--- src/rtl/dmem_arb_pkg.sv ---
`timescale 1ns/1ps
`default_nettype none
// +--------------------------------------------------------------------+
// | Module : dmem_arb_pkg                                              |
// | Brief  : Shared types and defaults for the data-RAM arbiter.       |
// | Rev    : 1.0                                                       |
// +--------------------------------------------------------------------+
package dmem_arb_pkg;

    typedef enum logic [1:0] {
        IDLE  = 2'd0,
        OWN_A = 2'd1,
        OWN_B = 2'd2
    } owner_t;

    localparam int unsigned c_MAX_BURST = 4;

endpackage : dmem_arb_pkg
`default_nettype wire

--- src/rtl/dmem_arbiter.sv ---
`timescale 1ns/1ps
`default_nettype none
// +--------------------------------------------------------------------+
// | Module : dmem_arbiter                                              |
// | Brief  : Registered two-port arbiter in front of a single-port     |
// |          asynchronous-read data RAM, with a burst-limited streak.  |
// | Rev    : 1.0                                                       |
// +--------------------------------------------------------------------+
module dmem_arbiter
    import dmem_arb_pkg::*;
#(
    parameter int N         = 1024,
    parameter int DW        = 32,
    parameter int MAX_BURST = c_MAX_BURST
) (
    input  logic                 CLK,
    input  logic                 RST,
    input  logic                 a_req,
    input  logic                 a_we,
    input  logic [$clog2(N)-1:0] a_addr,
    input  logic [DW-1:0]        a_wdata,
    output logic                 a_gnt,
    output logic [DW-1:0]        a_rdata,
    output logic                 a_rvalid,
    input  logic                 b_req,
    input  logic                 b_we,
    input  logic [$clog2(N)-1:0] b_addr,
    input  logic [DW-1:0]        b_wdata,
    output logic                 b_gnt,
    output logic [DW-1:0]        b_rdata,
    output logic                 b_rvalid,
    output logic [$clog2(N)-1:0] ram_addr,
    output logic                 ram_we,
    output logic [DW-1:0]        ram_wdata,
    input  logic [DW-1:0]        ram_rdata,
    output logic [1:0]           owner
);

    localparam int AW = $clog2(N);
    localparam int SW = $clog2(MAX_BURST + 1);
    localparam logic [SW-1:0] c_BURST_LIM = SW'(MAX_BURST);

    owner_t        r_state;
    owner_t        w_state_next;
    logic [SW-1:0] r_streak;
    logic [SW-1:0] w_streak_run;
    logic [SW-1:0] w_streak_next;

    logic [1:0]    w_req;
    logic [1:0]    w_we;
    logic [1:0]    w_gnt;
    logic          w_oth_req;
    logic [DW-1:0] r_rdata  [2];
    logic [1:0]    r_rvalid;

    assign w_req = {b_req, a_req};
    assign w_we  = {b_we,  a_we};

    // Reset gates the grants so no write can slip out during the reset cycle.
    assign w_gnt[0] = (r_state == OWN_A) & a_req & ~RST;
    assign w_gnt[1] = (r_state == OWN_B) & b_req & ~RST;

    assign w_oth_req = (r_state == OWN_B) ? w_req[0] : w_req[1];

    always_comb begin
        w_state_next = r_state;
        w_streak_run = r_streak;
        if (!w_oth_req) begin
            w_streak_run = '0;
        end else if (|w_gnt) begin
            w_streak_run = r_streak + SW'(1);
        end

        case (r_state)
            IDLE: begin
                if (a_req)      w_state_next = OWN_A;
                else if (b_req) w_state_next = OWN_B;
                else            w_state_next = IDLE;
            end
            OWN_A: begin
                if (b_req && (!a_req || w_streak_run >= c_BURST_LIM)) w_state_next = OWN_B;
                else if (a_req)                                       w_state_next = OWN_A;
                else                                                  w_state_next = IDLE;
            end
            OWN_B: begin
                if (a_req && (!b_req || w_streak_run >= c_BURST_LIM)) w_state_next = OWN_A;
                else if (b_req)                                       w_state_next = OWN_B;
                else                                                  w_state_next = IDLE;
            end
            default: w_state_next = IDLE;
        endcase

        w_streak_next = (w_state_next != r_state) ? '0 : w_streak_run;
    end

    always_ff @(posedge CLK) begin
        if (RST) begin
            r_state  <= IDLE;
            r_streak <= '0;
        end else begin
            r_state  <= w_state_next;
            r_streak <= w_streak_next;
        end
    end

    // Read data is captured at the grant edge and held until the next read grant.
    always_ff @(posedge CLK) begin
        if (RST) begin
            r_rvalid   <= '0;
            r_rdata[0] <= '0;
            r_rdata[1] <= '0;
        end else begin
            for (int p = 0; p < 2; p++) begin
                r_rvalid[p] <= w_gnt[p] & ~w_we[p];
                if (w_gnt[p] && !w_we[p]) begin
                    r_rdata[p] <= ram_rdata;
                end
            end
        end
    end

    assign a_gnt     = w_gnt[0];
    assign b_gnt     = w_gnt[1];
    assign a_rdata   = r_rdata[0];
    assign b_rdata   = r_rdata[1];
    assign a_rvalid  = r_rvalid[0];
    assign b_rvalid  = r_rvalid[1];

    assign ram_addr  = (r_state == OWN_B) ? b_addr  : a_addr;
    assign ram_wdata = (r_state == OWN_B) ? b_wdata : a_wdata;
    assign ram_we    = |(w_gnt & w_we);
    assign owner     = r_state;

endmodule : dmem_arbiter
`default_nettype wire

--- config.mk ---
export PLATFORM = sky130hd
export DESIGN_NAME = dmem_arbiter
export DESIGN_NICKNAME = d
export VERILOG_FILES = /design/src/rtl/dmem_arb_pkg.sv /design/src/rtl/dmem_arbiter.sv
export SDC_FILE = /design/constraint.sdc
export NUM_CORES = 1
export LEC_CHECK = 0
export BUFFER_PORTS_ARGS = -buffer_cell sky130_fd_sc_hd__buf_4
export CAP_MARGIN = 20
export CORE_MARGIN = 2
export CORE_UTILIZATION = 30
export DETAILED_ROUTE_END_ITERATION = 7
export SLEW_MARGIN = 20
export SYNTH_ARGS = -nofsm -noshare
export SYNTH_HDL_FRONTEND = slang
export SYNTH_SLANG_ARGS = --single-unit
--- constraint.sdc ---
create_clock -name CLK -period 4.5 [get_ports CLK]
set_input_delay 0.225 -clock CLK [delete_from_list [all_inputs] [get_ports CLK]]
set_output_delay 0.225 -clock CLK [all_outputs]
set_load 0.01 [all_outputs]
==> results of run 1 <==
==> cells in the mapped netlist <==
cell       n  area [µm²]
o21ai_4    1        16.3
or3_1      1        6.26
buf_2      5        25.0
inv_1      1        3.75
nor2b_2    1        8.76
nor2b_4    1        13.8
nor2_1     3        11.3
a22o_1     1        8.76
buf_6      3        33.8
mux2i_1    1        10.0
nor2_2     1        6.26
xor2_2     1        16.3
edfxtp_1  64        1920
xor2_1     1        8.76
or2_4      1        8.76
nor4_1     2        12.5
o211ai_1   1        7.51
nor3b_1    1        7.51
and4bb_4   2        32.5
o21ai_0    2        10.0
nand2_1    2        7.51
and2_1    32         200
a21oi_1    1        5.00
and2b_1    1        7.51
or2_2      2        12.5
and4b_1    1        10.0
conb_1     1        3.75
mux2_2    42         473
ha_1       1        12.5
nor2b_1    2        12.5
dfxtp_1    7         140
nand3b_1   1        7.51
nand3_1    1        5.00
==> stage by stage <==
step | hold slack, ns | std cells
2_1_floorplan | 0.295 | 188
3_3_place_gp | 0.411 | 547
3_5_place_dp | 0.415 | 547
4_1_cts | 0.0421 | 563
5_1_grt | 0.0441 | 564
6_report | 0.0655 | 564
==> path summary, 6_finish.rpt <==
path	cells past startpoint	startpoint	slack, ns	end
worst max register to register	3	owner[0]$_SDFF_PP0_	2.40	r_rdata[0][26]$_DFFE_PP_
worst max-delay path	4	owner[1]$_SDFF_PP0_	2.20	ram_addr[2]
worst min-delay path	2	a_we	0.07	r_rvalid[0]$_SDFF_PP0_
worst min register to register	2	r_streak[1]$_SDFF_PP0_	0.56	r_streak[1]$_SDFF_PP0_
==> routing by layer <==
layer / vias to the layer above / track usage
met2: 161 / 0.297
li1: 1166 / -
met3: 12 / 0.0536
met5: - / 0
met1: 1134 / 0.154
met4: 0 / 0.0648
==> power by group through the flow <==
stage	Clock, mW	Combinational [mW]	Sequential [mW]
2_1_floorplan	0	0.0878	0.785
3_5_place_dp	0	0.288	0.771
5_1_grt	0.516	0.305	0.759
6_report	0.474	0.286	0.756
3_3_place_gp	0	0.287	0.770
4_1_cts	0.493	0.289	0.756
==> cell type report <==
cell class	instances	area [µm²]
Clock inverter	7	63.8
Sequential cell	71	2060
Tap cell	133	166
Multi-Input combinational cell	108	950
Timing Repair Buffer	235	1780
Fill cell	863	4720
Clock buffer	9	124
Inverter	1	3.75
==> cells by family (layout without fill, tap and decap cells) <==
group                    count (synthesis)  count (layout)  share of synthesized area
other                                    1               1                    0.00122
buffers and inverters                    9             252                     0.0204
AND/OR/NAND/NOR                         55              55                      0.121
XOR/XNOR                                 2               2                    0.00816
flip-flops                              71              71                      0.672
adder cells (fa/ha/maj)                  1               1                    0.00408
multiplexers                            43              43                      0.157
AO/OA/AOI/OAI                            6               6                     0.0155
==> registers in the layout (all words and copies together), names as in the netlist <==
| register | count |
|---|---|
| r_rvalid | 2 |
| owner | 2 |
| r_rdata | 64 |
| r_streak | 3 |
==> impl_metrics.py, run 1 <==
metrics = {
    "worst_setup_path": {
        "critical_path.cell_chain": "nor2b_4 -> buf_12 -> mux2_2 -> buf_4",
        "path_buf_inv": 2,
        "end_kind": "output port",
        "cpPeakStageDelay_ns": 0.47,
        "crit_slowest_cell": "nor2b_4",
        "required_ns": 4.28,
        "worstSetupPathType": "reg -> out",
        "path_max_fanout": 30,
        "crit_arrival_ns": 2.08,
        "cp_top_family": "simple AND/OR/NAND/NOR gates",
        "start_kind": "register",
    },
    "place": {
        "postPlaceCellArea_um2": 4940,
        "portBuffers": 234,
        "dp_hpwl_mm": 6.86,
        "gp_congestion": 0.782,
        "place_ws_ns": 2.15,
    },
    "clocking": {
        "cts_setup_buffers": 0,
        "cts.htree.levels": 3,
        "clock_sinks": 71,
        "tritoncts": "done",
        "clkTransAtPathRegs_ns": 0.07,
        "hold_buffers": 0,
        "insertion_delay_ns": 0.34,
        "ctsResizeCount": 0,
        "cts_root_buffer": "clkbuf_8",
        "clock_path_buffers": 2,
        "numCtsBuffers": 9,
    },
    "sta": {
        "rsz0062_at_grt": "no",
        "fin_crit_sh": 0.512,
        "worst_pin_slew_ns": 0.824,
        "hold_violations": 0,
        "max_freq_ghz": 0.434,
        "setup-violations-final": 0,
        "finalMaxSlewViolations": 0,
        "setup_slack_ns": 2.20,
        "tns_ns": 0,
        "period_minus_slack_ns": 2.30,
        "clock_skew_ns": 0.0110,
        "relSlewSlack": 0.451,
    },
    "floorplanning": {
        "io_pins": 235,
        "core_um2": 9860,
        "start_util": 0.311,
        "die_x_um": 105,
        "die_h_um": 105,
        "dieArea_um2": 11000,
        "rows": 36,
    },
    "pwr": {
        "p_per_area_nw_per_um2": 294,
        "power.total_mw": 1.52,
        "pwr-share-clk": 0.313,
        "vdd_drop_max_v": 0.000179,
        "switching_power_mw": 0.345,
        "power_frac_comb": 0.189,
        "power_frac_seq": 0.499,
        "power.leakage_nw": 2.32,
        "sw_frac_of_total": 0.228,
        "p_int_mw": 1.17,
    },
    "grt": {
        "grt_start_max_net_pins": 46,
        "grt_pass1_vias": 2441,
        "grt_usage": 0.157,
        "grt_first_pass_wirelength_mm": 13.0,
        "antenna_found_initial": 0,
        "overflow": 0,
    },
    "detailed_routing": {
        "wl_met3_um": 815,
        "post_drt_wl_per_cell_um": 15.6,
        "vias": 2473,
        "wirelength_mm": 8.80,
        "top_layer_used": "met4",
        "antenna_left": 0,
        "first_pass_iters": 4,
        "via_per_inst": 4.38,
        "drt_iter0_drc": 67,
        "wl_met1_mm": 2.94,
        "remaining_drc_errors": 0,
        "wl_met2_mm": 4.89,
    },
    "yosys": {
        "synth-seq-area-share": 0.672,
        "synth_nets": 311,
        "ys_types": 33,
        "netlist_instances": 188,
        "ys_warn_count": 0,
        "synth_area_um2": 3070,
        "synth_seq_cells": 71,
        "syn_area_per_cell_um2": 16.3,
    },
    "final_layout": {
        "final_util": 0.522,
        "n_antenna_cell": 0,
        "postLayoutCellArea_um2": 5150,
        "final_common_cell": "buf_4",
        "syn_to_final_growth_pct": 67.8,
        "layout_common_cells": "buf_4 (234), edfxtp_1 (64), mux2_2 (42)",
        "finalNetCount": 549,
        "drive_above_1_share": 0.701,
    },
    "hold_path": {
        "hp-class": "in -> reg",
    },
    "run": {
        "cap_violations": 0,
    },
    "status": {
        "status": "completed",
    },
}
Power figures use the tool's default switching activity.
==> inputs of run 2 (changes only) <==
PLACE_DENSITY = 0.66   (was unset)
clock period = 1.9 ns   (was 4.5 ns; I/O delays follow)
==> run 2 against run 1 <==
Via count about the same. Register-to-register slack got worse by 2.2 ns. Global-route usage fell by 0.73 points. Sequential power is 140% higher. Total power up 150%. Final cell count is 1.1% higher. Count of clock-buffer cells in the layout rose by 1. Worst setup slack got worse by 2.1 ns. Core utilization increased by 1.3 points. First-iteration DRC count grew 66%. Die area unchanged. Clock skew shrank 0.0055 ns. Critical path type unchanged.
==> impl_metrics.py, run 2 (synthesis results as in run 1) <==
metrics = {
    "final_layout": {
        "finalNonFillerCells": 570,
        "final_common_cell": "buf_4",
        "layout_common_cells": "buf_4 (235), edfxtp_1 (64), mux2_2 (42)",
        "syn_to_final_growth_pct": 72.0,
        "final_util": 0.535,
        "largestRegisters": "r_rdata: 64 flops, r_streak: 3 flops",
        "drive_above_1_share": 0.705,
        "postLayoutCellArea_um2": 5280,
        "top_register": "r_rdata",
        "largest_register_ffs": 64,
        "n_antenna_cell": 0,
        "finalNetCount": 555,
    },
    "worst_setup_path": {
        "end_kind": "output port",
        "required_ns": 1.80,
        "cp_top_family": "buffers and inverters",
        "cpPeakStageDelay_ns": 0.38,
        "crit_arrival_ns": 1.69,
        "worstSetupPathType": "reg -> out",
        "path_buf_inv": 2,
        "crit_slowest_cell": "dfxtp_4",
        "rrSetupSlack_ns": 0.19,
        "start_kind": "register",
        "path_max_fanout": 21,
        "critical_path.cell_chain": "nor2b_4 -> clkbuf_16 -> mux2_2 -> buf_4",
    },
    "place": {
        "postPlaceCellArea_um2": 5000,
        "portBuffers": 234,
        "dp_hpwl_mm": 6.74,
        "place_ws_ns": 0.190,
        "post-place-cells": 550,
        "gp_congestion": 0.815,
    },
    "floorplanning": {
        "io_pins": 235,
        "die_h_um": 105,
        "dieArea_um2": 11000,
        "start_util": 0.311,
        "rows": 36,
        "die_x_um": 105,
        "core_um2": 9860,
    },
    "sta": {
        "fin_crit_sh": 0.941,
        "rsz0062_at_grt": "no",
        "clock_skew_ns": 0.00551,
        "setup-violations-final": 0,
        "finalMaxSlewViolations": 0,
        "hold_violations": 0,
        "max_freq_ghz": 0.559,
        "holdWs_ns": 0.0652,
        "period_minus_slack_ns": 1.79,
        "tns_ns": 0,
        "setup_slack_ns": 0.113,
    },
    "pwr": {
        "p_per_area_nw_per_um2": 716,
        "power.total_mw": 3.78,
        "vdd_drop_max_v": 0.000342,
        "power.leakage_nw": 2.38,
    },
    "clocking": {
        "insertion_delay_ns": 0.33,
        "clkTransAtPathRegs_ns": 0.07,
        "numCtsBuffers": 9,
        "clock_path_buffers": 2,
        "cts.htree.levels": 3,
        "cts_root_buffer": "clkbuf_8",
        "tritoncts": "done",
        "clock_sinks": 71,
    },
    "detailed_routing": {
        "antenna_left": 0,
        "wl_met1_mm": 3.16,
        "vias": 2471,
        "top_layer_used": "met4",
        "wl_met3_um": 845,
        "wirelength_mm": 8.60,
        "via_per_inst": 4.34,
        "wl_met2_mm": 4.36,
        "first_pass_iters": 5,
        "post_drt_wl_per_cell_um": 15.1,
        "drt_iter0_drc": 111,
        "remaining_drc_errors": 0,
    },
    "status": {
        "status": "completed",
    },
    "grt": {
        "grt_start_max_net_pins": 43,
        "overflow": 0,
        "grt_first_pass_wirelength_mm": 12.7,
        "antenna_found_initial": 0,
        "grt_pass1_vias": 2492,
        "grt_usage": 0.150,
    },
    "hold_path": {
        "hp-class": "in -> reg",
    },
    "run": {
        "cap_violations": 0,
    },
}
==> run 2: changes by cell type in the layout (fill, tap and decap cells not counted), moves of 2 or more <==
cell / delta
clkinv_2: -2
dlygate4sd3_1: +2
buf_12: +2
inv_6: +2
clkinv_1: -2
==> run 2: final timing paths <==
kind | from | depth (start not counted) | end
setup / recovery | owner[1]$_SDFF_PP0_ | 4 | ram_wdata[22]
setup reg to reg | owner[0]$_SDFF_PP0_ | 4 | r_rdata[0][61]$_DFFE_PP_
hold / removal | ram_rdata[2] | 2 | r_rdata[0][34]$_DFFE_PP_
hold reg to reg | r_streak[1]$_SDFF_PP0_ | 2 | r_streak[1]$_SDFF_PP0_
==> run 2: layout make-up <==
cell class	instances	area (µm²)
clock buffers	10	128
clock inverters	6	92.6
fillers	833	4590
inverters	1	3.75
multi-input cells	108	950
flip-flops and latches	71	2070
well taps	133	166
repair buffers	241	1870
==> run 2: metal layers <==
metal | vias up | global-route usage
li1 | 1180 | -
met1 | 1105 | 0.164
met2 | 169 | 0.260
met3 | 17 | 0.0424
met4 | 0 | 0.0810
met5 | - | 0
==> run 2: power breakdown <==
part | internal, mW | switching (mW) | leakage (nW) | total [mW]
Clock | 0.748 | 0.537 | 0.104 | 1.29
Combinational | 0.429 | 0.270 | 1.55 | 0.699
Sequential | 1.77 | 0.0253 | 0.726 | 1.79
Total | 2.94 | 0.833 | 2.38 | 3.78
==> run 2: repair_timing <==
action,CTS,global route
resized for setup,1,1
setup endpoints to repair,10,27
hold buffers,2,0
cloned,0,1
setup buffers,0,1
endpoints found under the hold margin,2,0
==> inputs of run 3 (changes only) <==
PLACE_DENSITY = unset   (was 0.66)
PLACE_DENSITY_LB_ADDON = 0.15   (was unset)
==> run 3 against run 2 <==
Flip-flop and latch count did not move. Die area did not move. Worst setup slack got worse by 0.00089 ns. Final cell count rose by 0.18%. Design area fell by 1.4%. Combinational power fell by 1%. Sequential power barely moved. Total power fell by 6.9%.
==> impl_metrics.py, run 3 (synthesis results as in run 1) <==
metrics = {
    "final_layout": {
        "largestRegisters": "r_rdata: 64 flops, r_streak: 3 flops",
        "final_common_cell": "buf_4",
        "top_register": "r_rdata",
        "final_util": 0.527,
        "finalNetCount": 556,
        "largest_register_ffs": 64,
        "n_antenna_cell": 0,
        "drive_above_1_share": 0.705,
        "layout_common_cells": "buf_4 (238), edfxtp_1 (64), mux2_2 (42)",
        "finalNonFillerCells": 571,
        "syn_to_final_growth_pct": 69.6,
    },
    "pwr": {
        "power.leakage_nw": 2.35,
        "vdd_drop_max_v": 0.000368,
        "p_per_area_nw_per_um2": 676,
    },
    "worst_setup_path": {
        "crit_arrival_ns": 1.69,
        "reg2reg_from": "owner[0]$_SDFF_PP0_",
        "end_kind": "output port",
        "ff2ff_path_depth": 4,
        "rrSetupSlack_ns": 0.15,
        "start_kind": "register",
        "worstSetupPathType": "reg -> out",
        "regToRegEndpoint": "r_rdata[0][49]$_DFFE_PP_",
        "path_max_fanout": 32,
        "required_ns": 1.80,
    },
    "floorplanning": {
        "core_um2": 9860,
        "io_pins": 235,
        "die_h_um": 105,
        "rows": 36,
        "start_util": 0.311,
        "die_x_um": 105,
        "dieArea_um2": 11000,
    },
    "detailed_routing": {
        "drt_iter0_drc": 66,
        "wl_met1_mm": 3.31,
        "first_pass_iters": 4,
        "post_drt_wl_per_cell_um": 15.7,
        "wl_met3_um": 802,
        "via_per_inst": 4.37,
        "antenna_left": 0,
        "vias": 2495,
        "wl_met2_mm": 4.53,
        "wirelength_mm": 8.96,
        "remaining_drc_errors": 0,
        "top_layer_used": "met4",
    },
    "hold_path": {
        "holdCritStartpoint": "ram_rdata[14]",
        "min_to": "r_rdata[0][14]$_DFFE_PP_",
        "whs_path_depth": 2,
        "hp-class": "in -> reg",
    },
    "sta": {
        "tns_ns": 0,
        "fin_crit_sh": 0.941,
        "finalMaxSlewViolations": 0,
        "clock_skew_ns": 0.00644,
        "setup-violations-final": 0,
        "period_minus_slack_ns": 1.79,
        "setup_slack_ns": 0.112,
        "rsz0062_at_grt": "no",
        "hold_violations": 0,
        "max_freq_ghz": 0.559,
    },
    "clocking": {
        "insertion_delay_ns": 0.33,
        "clock_path_buffers": 2,
        "clkTransAtPathRegs_ns": 0.08,
        "numCtsBuffers": 9,
        "clock_sinks": 71,
        "cts_root_buffer": "clkbuf_8",
        "tritoncts": "done",
        "cts.htree.levels": 3,
    },
    "place": {
        "portBuffers": 234,
        "place_ws_ns": 0.140,
        "gp_congestion": 0.781,
        "post-place-cells": 553,
        "dp_hpwl_mm": 7.16,
    },
    "grt": {
        "antenna_found_initial": 0,
        "overflow": 0,
        "grt_usage": 0.159,
        "grt_first_pass_wirelength_mm": 13.4,
        "grt_start_max_net_pins": 33,
        "grt_pass1_vias": 2561,
    },
    "status": {
        "status": "completed",
    },
    "run": {
        "cap_violations": 0,
    },
}
## run 3: through the flow
step           total power [mW]  area, µm²  hold slack [ns]
2_1_floorplan              2.07       3070            0.165
3_3_place_gp               2.52       5010            0.282
3_5_place_dp               2.52       5010            0.281
4_1_cts                    3.57       5200           0.0372
5_1_grt                    3.67       5200           0.0349
6_report                   3.52       5200           0.0589
## run 3: critical path, stage by stage, from the launching register on
cell and delay [ns]:
dfxtp_2 0.39, nor2b_4 0.24, buf_12 0.22, mux2_2 0.35
buf_4 0.15
## run 3: how the worst max path moves through the flow
| stage | startpoint | end | slack (ns) | cells past startpoint |
|---|---|---|---|---|
| after floorplan | owner[1]$_SDFF_PP0_ | r_rdata[0][0]$_DFFE_PP_ | 0.12 | 3 |
| after global placement | owner[0]$_SDFF_PP0_ | r_rdata[0][57]$_DFFE_PP_ | 0.20 | 4 |
| after detailed placement | owner[0]$_SDFF_PP0_ | r_rdata[0][44]$_DFFE_PP_ | 0.14 | 4 |
| after CTS | owner[1]$_SDFF_PP0_ | ram_wdata[24] | 0.006 | 4 |
| after global routing | owner[1]$_SDFF_PP0_ | ram_wdata[26] | 0.02 | 4 |
| final | owner[1]$_SDFF_PP0_ | ram_wdata[26] | 0.11 | 4 |
## run 3: repair_timing
action / in CTS / in global routing
endpoints found under the hold margin: 2 / 0
hold buffers: 2 / 0
buffers inserted: 0 / 0
gates resized for setup: 0 / 1
endpoints found under the setup margin: 0 / 42
## run 3: per-layer routing
| metal | up-vias | global-route usage |
|---|---|---|
| li1 | 1185 | - |
| met1 | 1138 | 0.173 |
| met2 | 150 | 0.276 |
| met3 | 22 | 0.0549 |
| met4 | 0 | 0.0752 |
| met5 | - | 0 |
## run 3: area by class of cell
cell class	count	area [µm²]
clock buffer	9	124
clock inverter	7	47.5
fill	839	4660
inverter	1	3.75
multi-input combinational	108	950
sequential	71	2060
tap	133	166
timing repair buffer	242	1850
## run 3: power by group
group	internal [mW]	switching, mW	leakage (nW)
Sequential	1.77	0.0244	0.725
Combinational	0.423	0.268	1.54
Clock	0.475	0.559	0.0874
